==> src/rtl/trace_cmd_sequencer.sv <==
// Trace command sequencer: buffers parsed trace records in order, issues each one on
// the L1 or snoop request channel, and ends the run with a single "PS" request.
module trace_cmd_sequencer #(
  parameter int ADDR_W = 32,
  parameter int CMD_W  = 4,
  parameter int DEPTH  = 8,
  parameter int CNT_W  = 16
) (
  input  logic              clk,
  input  logic              rst_n,
  input  logic              rec_valid,
  input  logic [CMD_W-1:0]  rec_cmd,
  input  logic [ADDR_W-1:0] rec_addr,
  input  logic              rec_last,
  output logic              rec_ready,
  output logic              l1_valid,
  output logic [15:0]       l1_op,
  output logic [ADDR_W-1:0] l1_addr,
  input  logic              l1_ready,
  output logic              snp_valid,
  output logic [7:0]        snp_op,
  output logic [ADDR_W-1:0] snp_addr,
  input  logic              snp_ready,
  output logic [CNT_W-1:0]  l1_cnt,
  output logic [CNT_W-1:0]  snp_cnt,
  output logic [CNT_W-1:0]  err_cnt,
  output logic              busy,
  output logic              done
);

  localparam int AW = $clog2(DEPTH);
  localparam int RW = CMD_W + ADDR_W;
  localparam logic [AW:0] PTR_ONE = (AW+1)'(1);

  localparam logic [15:0] OP_DR = "DR";
  localparam logic [15:0] OP_DW = "DW";
  localparam logic [15:0] OP_IR = "IR";
  localparam logic [15:0] OP_CL = "CL";
  localparam logic [15:0] OP_PR = "PR";
  localparam logic [15:0] OP_PS = "PS";
  localparam logic [7:0]  OP_I  = "I";
  localparam logic [7:0]  OP_R  = "R";
  localparam logic [7:0]  OP_W  = "W";
  localparam logic [7:0]  OP_M  = "M";

  typedef enum logic [2:0] {
    IDLE,
    FETCH,
    ISSUE_L1,
    ISSUE_SNP,
    STATS,
    DONE
  } state_t;

  state_t state_reg;

  logic [RW-1:0]     mem [DEPTH];
  logic [AW:0]       wr_ptr_reg;
  logic [AW:0]       rd_ptr_reg;
  logic              last_seen_reg;
  logic              ready_en_reg;

  logic [AW:0]       fill_w;
  logic              empty_w;
  logic              full_w;
  logic              push_w;
  logic              pop_w;
  logic [CMD_W-1:0]  head_cmd;
  logic [ADDR_W-1:0] head_addr;

  logic              dec_l1;
  logic              dec_snp;
  logic [15:0]       dec_l1_op;
  logic [7:0]        dec_snp_op;

  function automatic logic [CNT_W-1:0] sat_inc(input logic [CNT_W-1:0] v);
    return (&v) ? v : v + CNT_W'(1);
  endfunction

  // Extra pointer MSB distinguishes full from empty when the indices match.
  assign fill_w  = wr_ptr_reg - rd_ptr_reg;
  assign empty_w = (wr_ptr_reg == rd_ptr_reg);
  assign full_w  = (wr_ptr_reg[AW] != rd_ptr_reg[AW]) &&
                   (wr_ptr_reg[AW-1:0] == rd_ptr_reg[AW-1:0]);

  assign rec_ready = ready_en_reg && !full_w && !last_seen_reg;
  assign push_w    = rec_valid && rec_ready;
  assign pop_w     = (state_reg == FETCH) && !empty_w;
  assign busy      = !empty_w || ((state_reg != IDLE) && (state_reg != DONE));

  always_ff @(posedge clk) begin
    if (push_w) begin
      mem[wr_ptr_reg[AW-1:0]] <= {rec_cmd, rec_addr};
    end
  end

  assign {head_cmd, head_addr} = mem[rd_ptr_reg[AW-1:0]];

  always_ff @(posedge clk or negedge rst_n) begin
    if (!rst_n) begin
      wr_ptr_reg <= '0;
      rd_ptr_reg <= '0;
    end else begin
      if (push_w) begin
        wr_ptr_reg <= wr_ptr_reg + PTR_ONE;
      end
      if (pop_w) begin
        rd_ptr_reg <= rd_ptr_reg + PTR_ONE;
      end
    end
  end

  always_comb begin
    dec_l1     = 1'b0;
    dec_snp    = 1'b0;
    dec_l1_op  = '0;
    dec_snp_op = '0;
    case (head_cmd)
      CMD_W'(0): begin dec_l1  = 1'b1; dec_l1_op  = OP_DR; end
      CMD_W'(1): begin dec_l1  = 1'b1; dec_l1_op  = OP_DW; end
      CMD_W'(2): begin dec_l1  = 1'b1; dec_l1_op  = OP_IR; end
      CMD_W'(8): begin dec_l1  = 1'b1; dec_l1_op  = OP_CL; end
      CMD_W'(9): begin dec_l1  = 1'b1; dec_l1_op  = OP_PR; end
      CMD_W'(3): begin dec_snp = 1'b1; dec_snp_op = OP_I;  end
      CMD_W'(4): begin dec_snp = 1'b1; dec_snp_op = OP_R;  end
      CMD_W'(5): begin dec_snp = 1'b1; dec_snp_op = OP_W;  end
      CMD_W'(6): begin dec_snp = 1'b1; dec_snp_op = OP_M;  end
      default: ;
    endcase
  end

  always_ff @(posedge clk or negedge rst_n) begin
    if (!rst_n) begin
      state_reg     <= IDLE;
      last_seen_reg <= 1'b0;
      ready_en_reg  <= 1'b0;
      l1_valid      <= 1'b0;
      l1_op         <= '0;
      l1_addr       <= '0;
      snp_valid     <= 1'b0;
      snp_op        <= '0;
      snp_addr      <= '0;
      l1_cnt        <= '0;
      snp_cnt       <= '0;
      err_cnt       <= '0;
      done          <= 1'b0;
    end else begin
      ready_en_reg <= 1'b1;
      if (push_w && rec_last) begin
        last_seen_reg <= 1'b1;
      end

      case (state_reg)
        IDLE: begin
          // Leave on the accepting edge so a new record issues two cycles after it arrives.
          if (!empty_w || push_w) begin
            state_reg <= FETCH;
          end else if (last_seen_reg) begin
            state_reg <= STATS;
            l1_valid  <= 1'b1;
            l1_op     <= OP_PS;
            l1_addr   <= '0;
          end
        end

        FETCH: begin
          if (!empty_w) begin
            if (dec_l1) begin
              state_reg <= ISSUE_L1;
              l1_valid  <= 1'b1;
              l1_op     <= dec_l1_op;
              l1_addr   <= head_addr;
            end else if (dec_snp) begin
              state_reg <= ISSUE_SNP;
              snp_valid <= 1'b1;
              snp_op    <= dec_snp_op;
              snp_addr  <= head_addr;
            end else begin
              err_cnt   <= sat_inc(err_cnt);
              state_reg <= ((fill_w > PTR_ONE) || push_w) ? FETCH : IDLE;
            end
          end else if (last_seen_reg) begin
            state_reg <= STATS;
            l1_valid  <= 1'b1;
            l1_op     <= OP_PS;
            l1_addr   <= '0;
          end else begin
            state_reg <= IDLE;
          end
        end

        ISSUE_L1: begin
          if (l1_ready) begin
            state_reg <= FETCH;
            l1_valid  <= 1'b0;
            l1_op     <= '0;
            l1_addr   <= '0;
            l1_cnt    <= sat_inc(l1_cnt);
          end
        end

        ISSUE_SNP: begin
          if (snp_ready) begin
            state_reg <= FETCH;
            snp_valid <= 1'b0;
            snp_op    <= '0;
            snp_addr  <= '0;
            snp_cnt   <= sat_inc(snp_cnt);
          end
        end

        STATS: begin
          if (l1_ready) begin
            state_reg <= DONE;
            l1_valid  <= 1'b0;
            l1_op     <= '0;
            l1_addr   <= '0;
            done      <= 1'b1;
          end
        end

        DONE: begin
          done <= 1'b1;
        end

        default: begin
          state_reg <= IDLE;
        end
      endcase
    end
  end

endmodule

==> config.mk <==
export PLATFORM = sky130hd
export DESIGN_NAME = trace_cmd_sequencer
export DESIGN_NICKNAME = d
export VERILOG_FILES = /design/src/rtl/trace_cmd_sequencer.sv
export SDC_FILE = /design/constraint.sdc
export NUM_CORES = 1
export LEC_CHECK = 0
export CAP_MARGIN = 20
export CORE_MARGIN = 2
export CORE_UTILIZATION = 50
export DETAILED_ROUTE_END_ITERATION = 10
export PLACE_DENSITY = 0.72
export SETUP_SLACK_MARGIN = 0.15
export SLEW_MARGIN = 20
export SYNTH_ARGS = -nofsm -noshare
export SYNTH_HDL_FRONTEND = slang
export SYNTH_SLANG_ARGS = --single-unit
==> constraint.sdc <==
create_clock -name clk -period 8.45 [get_ports clk]
set_clock_uncertainty 0.15 [all_clocks]
set_input_delay 0.845 -clock clk [delete_from_list [all_inputs] [get_ports clk]]
set_output_delay 0.845 -clock clk [all_outputs]
set_load 0.1 [all_outputs]
Yosys cells after proc, flatten, opt, wreduce, memory -nomap -nowiden
Memories as Yosys holds them, arrays and structs flattened.
Cells that the tools add are included.
- reduce and logical (&&, ||, !) cells: 32
- add/subtract/negate cells: 6
- $lt $le $gt $ge: 1
- muxes and demuxes: 52
- bitwise operators: 7
- equal/unequal tests: 27
- operators with widths (operator ; number):
    32-bit two-way mux ; 9
    32-bit one-hot mux with 3 select lines ; 1
    16-bit two-way mux ; 5
    15-bit one-hot mux with 5 select lines ; 1
    32-bit one-hot mux with 2 select lines ; 1
    16-bit by 1-bit adder with 16-bit output (second input constant) ; 3
    16-bit one-hot mux with 3 select lines ; 1
    16-bit AND reduction ; 3
    8-bit two-way mux ; 4
    7-bit one-hot mux with 4 select lines ; 1
    3-bit two-way mux ; 7
    3-bit one-hot mux with 6 select lines ; 1
    8-bit one-hot mux with 2 select lines ; 1
    1-bit two-way mux ; 15
    5-bit AND reduction ; 3
    2-bit inequality test (second input constant) ; 7
    4-bit by 3-bit == test with 1-bit output (second input constant) ; 3
    3-bit inequality test (second input constant) ; 3
    4-bit by 1-bit adder with 4-bit output (second input constant) ; 2
    4-bit by 2-bit == test with 1-bit output (second input constant) ; 2
    4-bit == test (second input constant) ; 2
    1-bit logical AND ; 7
    1-bit inverter ; 7
    3-bit by 2-bit == test with 1-bit output (second input constant) ; 2
    other kinds (24) ; 34
- output and inout bits: 141
- flip-flop bits (word level): 152
- bits in writable memories: 288
- logic and storage cells: 141
- bits of input ports: 42
- memories kept: 1
- memories (name ; words ; width ; rd ports ; clocked after Yosys merged registers in ; wr ports ; line ; source):
    mem ; 8 ; 36 ; 1 ; 0 ; 1 ; 57 ; logic [RW-1:0] mem [DEPTH];

Depth between registers and ports, before layout
- depth in word-level cells: 12
- depth in mapped cells: 12
- mapped depth without buffers: 8

Least setup slack after synthesis
Ideal clock, no wire load.
- path type: register to register
- from: register rd_ptr_reg[2]
- to: memory mem[0][0] (netlist bit), enable pin
- path slack: 2.347 ns
- path buffers: 2
- cell stages (with the launch flop): 9
- data arrival time: 5.434 ns
- library setup time: 0.519 ns
- clock period less this slack: 6.103 ns
- data required time: 7.781 ns
- path through: dfrtp_1 > buf_4 > inv_2 > buf_1 > ha_1 > nand3_1 > nor2_1 > or2_2 > nor4_1
- longest elaborated chain between the ends: 8
- RTL lines (what ; line ; source):
    from (decl) ; 59 ; logic [AW:0] rd_ptr_reg;
    from (signal assigned) ; 108 ; rd_ptr_reg <= rd_ptr_reg + PTR_ONE;
    3-bit == test ; 84 ; (wr_ptr_reg[AW-1:0] == rd_ptr_reg[AW-1:0]);
    1-bit logical AND ; 83 ; assign full_w = (wr_ptr_reg[AW] != rd_ptr_reg[AW]) &&
    1-bit logical NOT ; 86 ; assign rec_ready = ready_en_reg && !full_w && !last_seen_reg;
    1-bit logical AND (2 in a row) ; 86 ;
    1-bit logical AND ; 87 ; assign push_w = rec_valid && rec_ready;
    1-bit two-way mux ; 92 ; if (push_w) begin
    1-bit two-way mux (not written as such) ; 93 ; mem[wr_ptr_reg[AW-1:0]] <= {rec_cmd, rec_addr};
    to (decl) ; 57 ;
No other way between the ends.

Final worst setup path
- from: register rd_ptr_reg[1]
- to: output rec_ready
- longest elaborated chain between the ends: 5
- RTL lines (what ; line ; source):
    3-bit == test ; 84 ;
    1-bit logical AND ; 83 ;
    1-bit logical NOT ; 86 ;
    1-bit logical AND (2 in a row) ; 86 ;
    to (decl) ; 15 ; output logic rec_ready,
No other way between the ends.

==> impl_metrics.prom <==
# TYPE chip_impl_metric gauge
chip_impl_info{name="status",value="complete, no violations"} 1
chip_impl_metric{name="synth_enable_flop_cells",unit=""} 288
chip_impl_metric{name="area_growth_syn_to_layout",unit="%"} 22.8
chip_impl_metric{name="minimum_period_implied_by_the_final_worst_setup_slack",unit="ns"} 4.98
chip_impl_metric{name="dp_cells",unit=""} 1628
chip_impl_metric{name="synth_cells",unit=""} 1032
chip_impl_metric{name="die_h",unit="µm"} 190
chip_impl_metric{name="seq_area",unit="mm²"} 0.0124
chip_impl_metric{name="hold_viol",unit=""} 0
chip_impl_metric{name="rows",unit=""} 68
chip_impl_metric{name="largest_reg_flops",unit=""} 288
chip_impl_metric{name="drtPass1Iterations",unit=""} 5
chip_impl_info{name="startpoint_type",value="flop"} 1
chip_impl_info{name="hold_class",value="primary input to asynchronous set/reset pin"} 1
chip_impl_metric{name="overflow",unit=""} 0
chip_impl_metric{name="route.detailed.wl_per_inst",unit="µm"} 21.2
chip_impl_metric{name="antenna-diode-count",unit=""} 0
chip_impl_info{name="endpoint_kind",value="output pin"} 1
chip_impl_metric{name="fmax",unit="MHz"} 201
chip_impl_metric{name="grt_usage",unit="%"} 20.5
chip_impl_metric{name="post_cts_hold_buffer_count",unit=""} 0
chip_impl_metric{name="worstSkewPairLatency",unit="ns"} 0.55
chip_impl_metric{name="slew_viol_final",unit=""} 0
chip_impl_metric{name="dpl.hpwl",unit="mm"} 21.4
chip_impl_metric{name="netlist_area",unit="mm²"} 0.0173
chip_impl_metric{name="drive_gt1_share",unit="%"} 15.0
chip_impl_metric{name="clk_sink_count",unit=""} 437
chip_impl_info{name="global_route.peak_usage_layer",value="met2"} 1
chip_impl_info{name="cts_tree",value="done"} 1
chip_impl_metric{name="post_synth_num_cell_types",unit=""} 65
chip_impl_metric{name="grt_pass1_vias",unit=""} 9604
chip_impl_metric{name="post_cts_repair_timing_setup_buffer_count",unit=""} 0
chip_impl_info{name="synthFlopType",value="sky130_fd_sc_hd__edfxtp_1"} 1
chip_impl_metric{name="critical_path_required",unit="ns"} 7.46
chip_impl_metric{name="arrival",unit="ns"} 3.99
chip_impl_metric{name="portBuffers",unit=""} 180
chip_impl_metric{name="number_of_antenna_violations_at_the_first_check_in_global_routing",unit=""} 3
chip_impl_metric{name="grt_start_max_net_pins",unit=""} 79
chip_impl_metric{name="globalRouteMet3Util",unit="%"} 3.50
chip_impl_metric{name="cts.reportedPaths.clkPinSlew",unit="ns"} 0.06
chip_impl_metric{name="synthesis.yosys.warnings",unit=""} 0
chip_impl_metric{name="first_pass_grt_wire_length",unit="mm"} 56.8
chip_impl_metric{name="clock_tree.htree_level_count",unit=""} 2
chip_impl_metric{name="final.hold.worst_slack",unit="ns"} 0.172
chip_impl_metric{name="clk_path_buf_depth",unit=""} 3
chip_impl_metric{name="worst_pin_slew",unit="ns"} 1.06
chip_impl_metric{name="die_footprint",unit="mm²"} 0.0360
chip_impl_metric{name="antenna_violating_nets_post_route",unit=""} 0
chip_impl_metric{name="ys_ff_latch",unit=""} 437
chip_impl_metric{name="final-instance-count-excl-fill",unit=""} 1712
chip_impl_metric{name="tritoncts_buffer_count",unit=""} 44
chip_impl_metric{name="leakage",unit="nW"} 7.73
chip_impl_metric{name="layout.cell_area.non_filler",unit="mm²"} 0.0212
chip_impl_metric{name="die-width",unit="µm"} 190
chip_impl_metric{name="yosysSeqAreaShare",unit="%"} 71.7
chip_impl_metric{name="cts_resized",unit=""} 0
chip_impl_info{name="critPathKind",value="flop to output pin"} 1
chip_impl_metric{name="via_to_cell_ratio",unit=""} 5.62
chip_impl_metric{name="drtIter0Drc",unit=""} 741
chip_impl_metric{name="synth-async-reset-ratio",unit="%"} 34.1
chip_impl_metric{name="vias",unit=""} 9628
chip_impl_metric{name="gr-usage-met2",unit="%"} 33.0
chip_impl_metric{name="multiInputGateArea",unit="mm²"} 0.00466
chip_impl_metric{name="cap_violations",unit=""} 0
chip_impl_metric{name="nNetsFinal",unit=""} 1272
chip_impl_metric{name="place.gp.congestion",unit=""} 0.766
chip_impl_info{name="ctsRootBufferMaster",value="sky130_fd_sc_hd__clkbuf_16"} 1
chip_impl_metric{name="layout_worst_path_cycle_share",unit="%"} 59.0
chip_impl_metric{name="finalWirelength",unit="mm"} 36.4
chip_impl_metric{name="drcViolationCount",unit=""} 0
chip_impl_metric{name="pwr_density_cell",unit="mW/mm²"} 376
chip_impl_info{name="grt_setup_unrepaired",value="no"} 1
chip_impl_metric{name="syn_area_per_cell",unit="µm²"} 16.7
chip_impl_metric{name="pin_count",unit=""} 183
chip_impl_metric{name="coreArea",unit="mm²"} 0.0343
chip_impl_metric{name="fin_setup_tns",unit="ns"} 0
chip_impl_metric{name="slew-limit-headroom",unit="%"} 29.0
chip_impl_metric{name="crit_fanout",unit=""} 72
chip_impl_metric{name="post_dp_cell_area",unit="mm²"} 0.0196
chip_impl_metric{name="filler_cell_count",unit=""} 2448
chip_impl_metric{name="initial_core_util",unit="%"} 50.4
chip_impl_metric{name="finalSetupViolCount",unit=""} 0
chip_impl_metric{name="gr-usage-met1",unit="%"} 29.6
chip_impl_metric{name="ir_worst_vdd",unit="mV"} 0.270
cells by family (layout without fill, tap and decap cells):
| logic type | count (synthesis) | after routing | synth area share [%] |
|---|---|---|---|
| buf+inv | 64 | 288 | 1.78 |
| mux | 113 | 113 | 12.0 |
| compound gates | 120 | 120 | 4.19 |
| fa+ha+maj | 9 | 9 | 0.696 |
| flops | 437 | 437 | 71.7 |
| other cells | 2 | 3 | 0.0435 |
| simple gates | 229 | 229 | 6.67 |
| xor+xnor | 58 | 58 | 2.94 |
through the flow:
stage / worst slack, ns / power [mW] / utilization (%)
floorplan: 2.35 / 5.16 / -
global placement: 3.94 / 5.87 / 57.0
detailed placement: 3.93 / 5.92 / 57.0
CTS: 3.37 / 8.03 / 61.7
global route: 3.22 / 8.31 / 61.8
finish: 3.47 / 7.97 / 61.8
synth_stat cells, types with 3 or more instances:
cell type                  count  area (µm²)
sky130_fd_sc_hd__and3_1       16         100
sky130_fd_sc_hd__edfxtp_1    288        8650
sky130_fd_sc_hd__xnor2_1      40         350
sky130_fd_sc_hd__clkbuf_1     21        78.8
sky130_fd_sc_hd__a21oi_1      11        55.1
sky130_fd_sc_hd__dfrtp_1     149        3730
sky130_fd_sc_hd__nand4_1      14        87.6
sky130_fd_sc_hd__ha_1          8         100
sky130_fd_sc_hd__buf_6         3        33.8
sky130_fd_sc_hd__mux4_2       72        1620
sky130_fd_sc_hd__nand3_1      58         290
sky130_fd_sc_hd__nor3_1        7        35.0
sky130_fd_sc_hd__nor2b_1       8        50.1
sky130_fd_sc_hd__nor4_1        4        25.0
sky130_fd_sc_hd__and2_1        7        43.8
sky130_fd_sc_hd__o21ai_0      33         165
sky130_fd_sc_hd__o21a_1        8        60.1
sky130_fd_sc_hd__mux2i_1      32         320
sky130_fd_sc_hd__mux2_2        4        45.0
sky130_fd_sc_hd__buf_1         8        30.0
sky130_fd_sc_hd__o21ai_1      45         225
sky130_fd_sc_hd__buf_2        14        70.1
sky130_fd_sc_hd__xor2_1       18         158
sky130_fd_sc_hd__nand2_1      73         274
sky130_fd_sc_hd__nand2b_1      5        31.3
sky130_fd_sc_hd__nor2_1       22        82.6
sky130_fd_sc_hd__inv_1        10        37.5
sky130_fd_sc_hd__buf_4         7        52.6
layout make-up:
class | instances | area share, %
clock inverter | 20 | 1.32
inverter | 11 | 0.195
tap | 455 | 2.69
timing repair buffer | 195 | 9.15
multi-input combinational | 532 | 22.0
sequential | 437 | 58.4
clock buffer | 62 | 6.25
cells in the final DEF (no fill, tap or decap), types with 16 or more instances in the layout:
cell	synthesis	final
sky130_fd_sc_hd__o21ai_1	45	45
sky130_fd_sc_hd__clkdlybuf4s50_1	0	179
sky130_fd_sc_hd__xor2_1	18	18
sky130_fd_sc_hd__mux2i_1	32	32
sky130_fd_sc_hd__dfrtp_1	149	147
sky130_fd_sc_hd__mux4_2	72	72
sky130_fd_sc_hd__and3_1	16	16
sky130_fd_sc_hd__edfxtp_1	288	288
sky130_fd_sc_hd__o21ai_0	33	33
sky130_fd_sc_hd__nand3_1	58	57
sky130_fd_sc_hd__nor2_1	22	19
sky130_fd_sc_hd__clkbuf_16	0	49
sky130_fd_sc_hd__xnor2_1	40	40
sky130_fd_sc_hd__nand2_1	73	73
per-layer routing:
layer | vias to the layer above | routed length [µm] | part of all wire, %
met4 | 4 | 644 | 1.8
met1 | 4964 | 16100 | 44
met3 | 49 | 2180 | 6.0
met5 | - | 30 | 0.082
met2 | 291 | 17400 | 48
li1 | 4320 | - | -
worst max-delay path: stages (launching register included):
cell and delay, ns:
sky130_fd_sc_hd__dfrtp_4 1.09, sky130_fd_sc_hd__inv_1 0.35, sky130_fd_sc_hd__ha_1 0.40, sky130_fd_sc_hd__nand3_1 0.12, sky130_fd_sc_hd__nor2_1 0.08, sky130_fd_sc_hd__nor3b_1 0.21, sky130_fd_sc_hd__clkdlybuf4s50_1 1.19
report_power, final:
group	internal, mW	leakage (nW)	switching [mW]
Combinational	0.981	2.44	2.16
Clock	1.29	0.784	0.810
Sequential	2.48	4.51	0.255
worst paths after layout:
| path | startpoint | endpoint | slack, ns | cells past startpoint |
|---|---|---|---|---|
| worst max-delay path | rd_ptr_reg[1] | rec_ready | 3.47 | 6 |
| worst min-delay path | rst_n | snp_cnt[12] | 0.17 | 1 |
| worst max register to register | rd_ptr_reg[0] | l1_valid | 4.23 | 7 |
| worst min register to register | l1_op[3] | l1_op[3] | 0.32 | 2 |
| max in group asynchronous | rst_n | l1_addr[30] | 6.52 | 2 |
| min in group clk | l1_op[3] | l1_op[3] | 0.32 | 2 |
Power figures use the tool's default switching activity.
